--- config.mk ---
export PLATFORM = sky130hd
export DESIGN_NAME = cgol
export DESIGN_NICKNAME = d
export VERILOG_FILES = /design/src/rtl/cgol_pkg.sv /design/src/rtl/cgol_next_gen.sv /design/src/rtl/cgol.sv
export SDC_FILE = /design/constraint.sdc
export NUM_CORES = 1
export LEC_CHECK = 0
export ABC_CLOCK_PERIOD_IN_PS = 4200
export BUFFER_PORTS_ARGS = -buffer_cell sky130_fd_sc_hd__buf_2
export CORE_ASPECT_RATIO = 0.5
export CORE_MARGIN = 4
export CORE_UTILIZATION = 25
export CTS_BUF_LIST = sky130_fd_sc_hd__clkbuf_2 sky130_fd_sc_hd__clkbuf_4 sky130_fd_sc_hd__clkbuf_8
export CTS_CLUSTER_DIAMETER = 50
export DETAILED_ROUTE_END_ITERATION = 10
export PLACE_DENSITY_LB_ADDON = 0.2
export SYNTH_ARGS = -nofsm -noshare
export SYNTH_HDL_FRONTEND = slang
export SYNTH_SLANG_ARGS = --single-unit
--- constraint.sdc ---
create_clock -name clk -period 4.2 [get_ports clk]
set_input_delay 0.42 -clock clk [delete_from_list [all_inputs] [get_ports clk]]
set_output_delay 0.42 -clock clk [all_outputs]
set_load 0.1 [all_outputs]
--- src/rtl/cgol_pkg.sv ---
`default_nettype none
// ============================================================================
//  Module   : cgol_pkg
//  Purpose  : Shared board type, grid size and seed patterns for the cgol
//             Game of Life engine.
//  Revision : 1.0  initial release
// ============================================================================
package cgol_pkg;

    localparam int GRID = 8;

    // board[r][c]: row r, column c (bit c of the row byte)
    typedef logic [GRID-1:0][GRID-1:0] board_t;

    localparam board_t SEED_GLIDER = {
        8'h00, 8'h00, 8'h00, 8'h00, 8'h00,
        8'b0000_0111, 8'b0000_0100, 8'b0000_0010
    };

    localparam board_t SEED_BLINKER = {
        8'h00, 8'h00, 8'h00, 8'h00,
        8'b0001_1100,
        8'h00, 8'h00, 8'h00
    };

    localparam board_t SEED_BLOCK = {
        8'h00, 8'h00, 8'h00,
        8'b0001_1000, 8'b0001_1000,
        8'h00, 8'h00, 8'h00
    };

    localparam board_t SEED_CLEAR = '0;

    // Lowest set request bit selects the pattern.
    function automatic board_t seed_select(input logic [3:0] req);
        board_t seed;
        seed = SEED_CLEAR;
        if (req[0])      seed = SEED_GLIDER;
        else if (req[1]) seed = SEED_BLINKER;
        else if (req[2]) seed = SEED_BLOCK;
        else             seed = SEED_CLEAR;
        return seed;
    endfunction

endpackage
`default_nettype wire

--- src/rtl/cgol_next_gen.sv ---
`default_nettype none
// ============================================================================
//  Module   : cgol_next_gen
//  Purpose  : Combinational B3/S23 generation step on a toroidal 8x8 board.
//  Revision : 1.0  initial release
// ============================================================================
module cgol_next_gen
    import cgol_pkg::*;
(
    input  board_t i_board,
    output board_t o_board
);

    for (genvar r = 0; r < GRID; r++) begin : g_row
        localparam int c_row_up = (r + GRID - 1) % GRID;
        localparam int c_row_dn = (r + 1) % GRID;

        for (genvar c = 0; c < GRID; c++) begin : g_col
            localparam int c_col_lo = (c + GRID - 1) % GRID;
            localparam int c_col_hi = (c + 1) % GRID;

            logic [3:0] w_count;

            assign w_count = 4'(i_board[c_row_up][c_col_lo])
                           + 4'(i_board[c_row_up][c])
                           + 4'(i_board[c_row_up][c_col_hi])
                           + 4'(i_board[r][c_col_lo])
                           + 4'(i_board[r][c_col_hi])
                           + 4'(i_board[c_row_dn][c_col_lo])
                           + 4'(i_board[c_row_dn][c])
                           + 4'(i_board[c_row_dn][c_col_hi]);

            // Birth on exactly 3; survival on 2 or 3.
            assign o_board[r][c] = (w_count == 4'd3)
                                 || (i_board[r][c] && (w_count == 4'd2));
        end
    end

endmodule
`default_nettype wire

--- src/rtl/cgol.sv ---
`default_nettype none
// ============================================================================
//  Module   : cgol
//  Purpose  : 8x8 toroidal Game of Life engine with row-scanned LED output.
//  Revision : 1.0  initial release
// ============================================================================
module cgol
    import cgol_pkg::*;
#(
    parameter int SCAN_FRAMES = 4
) (
    input  logic       clk,
    input  logic       reset_n,
    input  logic [3:0] load,
    output logic [7:0] row,
    output logic [7:0] col
);

    localparam logic [7:0] c_last_frame = 8'(SCAN_FRAMES - 1);

    board_t     r_board;
    logic [2:0] r_row_idx;
    logic [7:0] r_frame_cnt;

    board_t     w_next_board;
    board_t     w_seed;
    logic       w_load_req;
    logic       w_last_row;
    logic       w_last_frame;

    cgol_next_gen u_next_gen (
        .i_board (r_board),
        .o_board (w_next_board)
    );

    assign w_seed       = seed_select(load);
    assign w_load_req   = |load;
    assign w_last_row   = (r_row_idx == 3'd7);
    assign w_last_frame = (r_frame_cnt == c_last_frame);

    // A load restarts the scan and wins over a same-cycle generation step.
    always_ff @(posedge clk or negedge reset_n) begin
        if (!reset_n) begin
            r_board     <= SEED_GLIDER;
            r_row_idx   <= 3'd0;
            r_frame_cnt <= 8'd0;
        end else if (w_load_req) begin
            r_board     <= w_seed;
            r_row_idx   <= 3'd0;
            r_frame_cnt <= 8'd0;
        end else begin
            r_row_idx <= r_row_idx + 3'd1;
            if (w_last_row) begin
                if (w_last_frame) begin
                    r_board     <= w_next_board;
                    r_frame_cnt <= 8'd0;
                end else begin
                    r_frame_cnt <= r_frame_cnt + 8'd1;
                end
            end
        end
    end

    assign row = 8'h01 << r_row_idx;
    assign col = r_board[r_row_idx];

endmodule
`default_nettype wire

==> reports/metrics.yaml, run 1 <==
cts_made_buffers: 9
clk_pin_slew_ps: 110
initial_core_util: 0.2553
synth-seq-cells: 75
power.total_mw: 2.620
post-cts-setup-buffer-count: 0
max_cap_violations: 0
htree_levels: 3
drive_gt1_frac: 0.05726
fillers: 5965
powerDensity_nw_per_um2: 167.3
seq_power_share: 0.317
dieWidth_um: 346.5
gr-total-overflow: 0
worstPathCellList: "ha_1 > inv_1 > fa_1 > fa_1 > inv_1 > fa_1 > inv_1 > fa_1 > or4_1 > a21oi_1"
grt_max_degree: 126
startpoint_type: "flop"
grt_use_met2: 0.2228
cp.arrival_ps: 3980
antenna_found_initial: 1
slew_viol_final: 0
slew_headroom: 0.3390
hpwl_mm: 30.92
cts_resized: 0
fmax_mhz: 276.8
grt_pass1_wl_mm: 63.33
syn_to_final_growth_pct: 9.373
hold_path.class: "in -> async"
ys_seq_area_frac: 0.1315
antenna_left: 0
fin_nets: 1958
leakagePower_nw: 7.607
tightestPinTransition_ps: 991.5
clockPowerShare: 0.267
finalCritPeriodShare: 0.8603
synth.distinct_cells: 38
rsz0062_at_grt: "false"
busiest_layer: "met2"
grt_usage: 0.1368
crit_top_cell: "fa_1"
first_pass_iters: 4
gp_congestion: 0.7970
use_met3: 0.02131
ctsHoldBuffers: 0
status: "complete, no violations"
hold_viol_final: 0
crit_buf_inv: 3
cts_tree: "built"
power_switching_mw: 1.148
postSynthAreaPerCell_um2: 9.756
coreArea_um2: 56100
finalSetupViolCount: 0
switching_share: 0.4381
cp-end-kind: "flop"
clk_path_buf_depth: 2
dieArea_um2: 61420
die_height_um: 177.3
grt_pass1_vias: 10450
max_stage_delay_ps: 670
remaining_drc_errors: 0
fin_skew_ps: 17.35
instances_no_fill: 2259
portBuffers: 21
finalWirelength_mm: 39.79
cts_sinks: 75
cts-root-buf: "clkbuf_8"
place_inst: 2242
syn_area_um2: 14320
clk_latency_ps: 430
critical_path_class: "reg -> reg"
drtIter0Drc: 409
internal-power_mw: 1.472
boundaryPins: 22
worst_path_dominant_cell_family: "adder cells"
fin_tns_setup_ps: 0
yosys_warnings: 0
row_count: 61
synth_nets: 1929
syn_inst: 1468
cp.required_ps: 4570
slowest_stage: "dfrtp_1"
p_comb_frac: 0.416
vias: 9769
viasPerCell: 4.324
peakVddDrop_mv: 0.1412
min_period_ps: 3613
global_route.usage.met1: 0.1935
routedWlPerCell_um: 17.61
crit_path_max_fanout: 8
## through the flow
stage	worst slack (ps)	hold slack [ps]	instance area (um^2)	utilization
global route	333.8	200.0	15660	0.2792
floorplan	176.9	124.4	14320	-
CTS	532.6	165.3	15660	0.2792
detailed placement	546.6	536.4	15460	0.2755
finish	586.8	154.7	15670	0.2792
global placement	561.4	525.9	15460	0.2755
## cell usage after synthesis
cell type    n  area, um^2
o21ai_0     19       95.09
a21oi_1    113       565.5
mux4_2      16       360.4
or3_1       51       319.1
ha_1       199        2490
nand3_1      3       15.01
a2111oi_0    7       61.31
o2111ai_1    2       17.52
fa_1       256        5125
inv_1      456        1712
clkinv_1     1       3.750
or4_4        1       11.26
buf_6        1       11.26
and2_1       4       25.02
a211oi_1    38       285.3
mux2i_1     39       390.4
buf_1        1       3.750
a21oi_2      1       8.760
o21ai_1      1       5.000
dfstp_2      5       131.4
buf_2        9       45.04
a31oi_1     20       125.1
nor4_1       5       31.28
nor3_1       1       5.000
or4_1        4       30.03
nand2_1     32       120.1
and3_1       2       12.51
nor2_1      49       183.9
o22a_1       4       35.03
clkbuf_1    16       60.06
nand2b_1     2       12.51
dfrtp_1     70        1752
o211ai_1     1       7.510
nand4_1      1       6.260
o21ai_2      1       8.760
nor2b_1     30       187.7
xor2_1       5       43.79
or4b_1       2       20.02
## sequential cells by signal (all words and copies together) (netlist names)
name / flops
r_frame_cnt: 8
r_row_idx: 3
r_board: 64
## power by group through the flow
stage	sequential, mW	combinational [mW]	clock (mW)
2_1_floorplan	0.814	0.835	0
3_3_place_gp	0.849	1.10	0
3_5_place_dp	0.849	1.11	0
4_1_cts	0.835	1.11	0.731
5_1_grt	0.842	1.31	0.755
6_report	0.832	1.09	0.699
## routing by layer
layer	wire, um	vias to the layer above
li1	-	4666
met1	20110	5007
met2	18020	73
met3	1076	23
met4	578	0
met5	0	-
## area by class of cell
type                            instances  area (um^2)  area share
Antenna cell                            1        2.502   0.0001597
Clock buffer                            9        123.9    0.007907
Clock inverter                          7        81.33    0.005192
Inverter                              457         1715      0.1095
Multi-Input combinational cell        909        10610      0.6775
Sequential cell                        75         1883      0.1202
Tap cell                              756        945.9     0.06038
Timing Repair Buffer                   45        300.3     0.01917
## worst register-to-register path, delay by kind of cell (launching register included)
kind | cells | cell delay (ps)
adders and majority gates | 5 | 2010
DFF | 1 | 670
buffers and inverters | 3 | 200
AOI/OAI and AO/OA | 1 | 160
and+or+nand+nor | 1 | 520
## final timing paths
| check | from | to | slack, ps | cells past startpoint |
|---|---|---|---|---|
| worst min register to register | r_frame_cnt[0] | r_frame_cnt[0] | 560 | 1 |
| worst max-delay path | r_board[9] | r_board[17] | 590 | 10 |
| worst max register to register | r_board[9] | r_board[17] | 590 | 10 |
| worst min-delay path | reset_n | r_board[25] | 150 | 1 |
| max in group asynchronous | reset_n | r_board[10] | 3070 | 2 |
| min in group clk | load[1] | r_board[26] | 350 | 3 |
## cell usage in the layout (no fill, tap or decap), drive strengths merged, types with 3 or more instances in the layout
| cell | n |
|---|---|
| clkbuf | 9 |
| ha | 199 |
| xor2 | 5 |
| fa | 256 |
| nor4 | 5 |
| o22a | 4 |
| or3 | 51 |
| a31oi | 20 |
| o21ai | 21 |
| buf | 45 |
| dfrtp | 70 |
| mux2i | 39 |
| a2111oi | 7 |
| mux4 | 16 |
| or4 | 5 |
| dfstp | 5 |
| nand3 | 3 |
| inv | 460 |
| nor2 | 49 |
| nor2b | 30 |
| a21oi | 114 |
| and2 | 4 |
| nand2 | 32 |
| a211oi | 38 |
## cell families (layout without fill, tap and decap cells)
kind of cell / after synthesis / after routing / share of synthesized area
AND/OR/NAND/NOR: 187 / 187 / 0.06840
flip-flops: 75 / 75 / 0.1315
XOR/XNOR: 5 / 5 / 0.003057
AO/OA/AOI/OAI: 207 / 207 / 0.08483
multiplexers: 55 / 55 / 0.05242
buffers and inverters: 484 / 518 / 0.1282
other: 0 / 1 / 0
adder cells (fa/ha/maj): 455 / 455 / 0.5317
Power figures use the tool's default switching activity.
==> inputs of run 2 (changes only) <==
--- a/config.mk
+++ b/config.mk
@@ -9,7 +9,7 @@
 export BUFFER_PORTS_ARGS = -buffer_cell sky130_fd_sc_hd__buf_2
 export CORE_ASPECT_RATIO = 0.5
 export CORE_MARGIN = 4
-export CORE_UTILIZATION = 25
+export CORE_UTILIZATION = 37
 export CTS_BUF_LIST = sky130_fd_sc_hd__clkbuf_2 sky130_fd_sc_hd__clkbuf_4 sky130_fd_sc_hd__clkbuf_8
 export CTS_CLUSTER_DIAMETER = 50
 export DETAILED_ROUTE_END_ITERATION = 10
==> reports/metrics.yaml, run 2 (synthesis results as in run 1) <==
fillers: 3693
max_cap_violations: 0
finalSetupViolCount: 0
status: "complete, no violations"
leakagePower_nw: 7.608
portBuffers: 21
first_pass_iters: 5
cts-root-buf: "clkbuf_8"
hold_path.class: "in -> async"
startpoint_type: "flop"
cts_made_buffers: 9
slowest_stage: "fa_1"
critical_path_class: "reg -> reg"
dieArea_um2: 42110
max_stage_delay_ps: 700
gr-total-overflow: 0
power.total_mw: 2.734
fin_skew_ps: 15.79
dieWidth_um: 286.2
initial_core_util: 0.3790
tightestPinTransition_ps: 991.6
slew_viol_final: 0
antenna_cells: 0
grt_pass1_vias: 11070
cp.required_ps: 4550
cts_resized: 0
met2_length_mm: 17.91
vias: 10200
slew_headroom: 0.3390
cp-end-kind: "flop"
hold_viol_final: 0
finalWirelength_mm: 38.26
finalCritPeriodShare: 0.8847
regMostFlops: "r_board"
drive_gt1_frac: 0.05474
grt_usage: 0.1917
coreArea_um2: 37790
boundaryPins: 22
cts_sinks: 75
top_regs: "r_board x64, r_frame_cnt x8, r_row_idx x3"
clk_path_buf_depth: 2
fmax_mhz: 269.1
drtIter0Drc: 587
syn_to_final_growth_pct: 7.364
clk_latency_ps: 420
crit_buf_inv: 3
peakVddDrop_mv: 0.1606
crit_top_cell: "fa_1"
dpl_cell_area_um2: 15130
ctsHoldBuffers: 0
row_count: 50
multi_input_area_um2: 10610
routedWlPerCell_um: 18.96
regArea_um2: 1883
rsz0062_at_grt: "false"
grt_pass1_wl_mm: 61.66
die_height_um: 147.1
fin_tns_setup_ps: 0
hpwl_mm: 30.77
largest_register_ffs: 64
final_common_cell: "inv_1"
rrSetupSlack_ps: 480
worst_hold_slack_ps: 140.5
clk_pin_slew_ps: 100
wl_met1_mm: 17.76
final_cell_mix: "inv_1 (456), fa_1 (256), ha_1 (199), a21oi_1 (113), dfrtp_1 (70)"
fin_nets: 1954
fin_area_um2: 15380
highest_layer: "met4"
crit_path_max_fanout: 7
grt_max_degree: 88
cp.arrival_ps: 4070
htree_levels: 3
worstPathCellList: "inv_1 > fa_1 > fa_1 > inv_1 > fa_1 > inv_1 > fa_1 > a211oi_1 > mux2i_1 > or3_1 > a21oi_1"
antenna_left: 0
post-cts-setup-buffer-count: 0
worst_path_dominant_cell_family: "adder cells"
remaining_drc_errors: 0
powerDensity_nw_per_um2: 177.8
cts_tree: "built"
viasPerCell: 5.053
min_period_ps: 3716
antenna_found_initial: 1
gp_congestion: 0.8475
r2r_start: "r_board[37]"
reg2reg_to: "r_board[44]"
wl_met3_mm: 1.699
r2r_cells: 11
-- run 2: cell count changes in the layout (fill, tap and decap cells not counted), moves of 2 or more --
cell	change
buf_4	-4
clkinv_2	+2
bufinv_16	+2
inv_6	-4
-- run 2: stage by stage --
step | cells | setup WS (ps) | util
after floorplan | 1468 | 176.9 | -
after global placement | 2002 | 528.0 | 0.4005
after detailed placement | 2002 | 475.2 | 0.4005
after CTS | 2018 | 430.9 | 0.4070
after global routing | 2018 | 263.5 | 0.4070
final | 2018 | 484.3 | 0.4070
-- run 2: where the power goes --
part | leakage [nW] | switching [mW] | total (mW) | internal (mW)
Sequential | 1.02 | 0.0847 | 0.834 | 0.749
Clock | 0.127 | 0.365 | 0.781 | 0.416
Combinational | 6.46 | 0.667 | 1.12 | 0.452
Total | 7.61 | 1.12 | 2.73 | 1.62
-- run 2: worst max path at each step --
stage	startpoint	endpoint	slack [ps]	cells after the start
5_1_grt	r_board[37]	r_board[44]	260	11
2_1_floorplan	r_row_idx[0]	col[1]	180	3
3_3_place_gp	r_board[37]	r_board[44]	530	9
3_5_place_dp	r_board[37]	r_board[44]	480	9
4_1_cts	r_board[37]	r_board[44]	430	9
6_report	r_board[37]	r_board[44]	480	11
-- run 2: worst register-to-register path, stage by stage, from the launching register on --
cell and delay, ps:
dfrtp_1 640, inv_1 320, fa_1 700, fa_1 490, inv_1 100, fa_1 210
inv_1 60, fa_1 380, a211oi_1 190, mux2i_1 100, or3_1 310, a21oi_1 150
-- run 2: cell type report --
class | instances | share of cell area
tap | 520 | 0.04231
clock inverter | 5 | 0.006509
inverter | 457 | 0.1116
timing repair buffer | 41 | 0.01758
clock buffer | 11 | 0.009439
sequential | 75 | 0.1225
multi-input combinational | 909 | 0.6902
-- run 2: layer usage --
layer  vias up  track usage
met3        51      0.03054
met4         0      0.05083
met1      5298       0.2633
met5         -            0
met2       183       0.3179
li1       4664            -
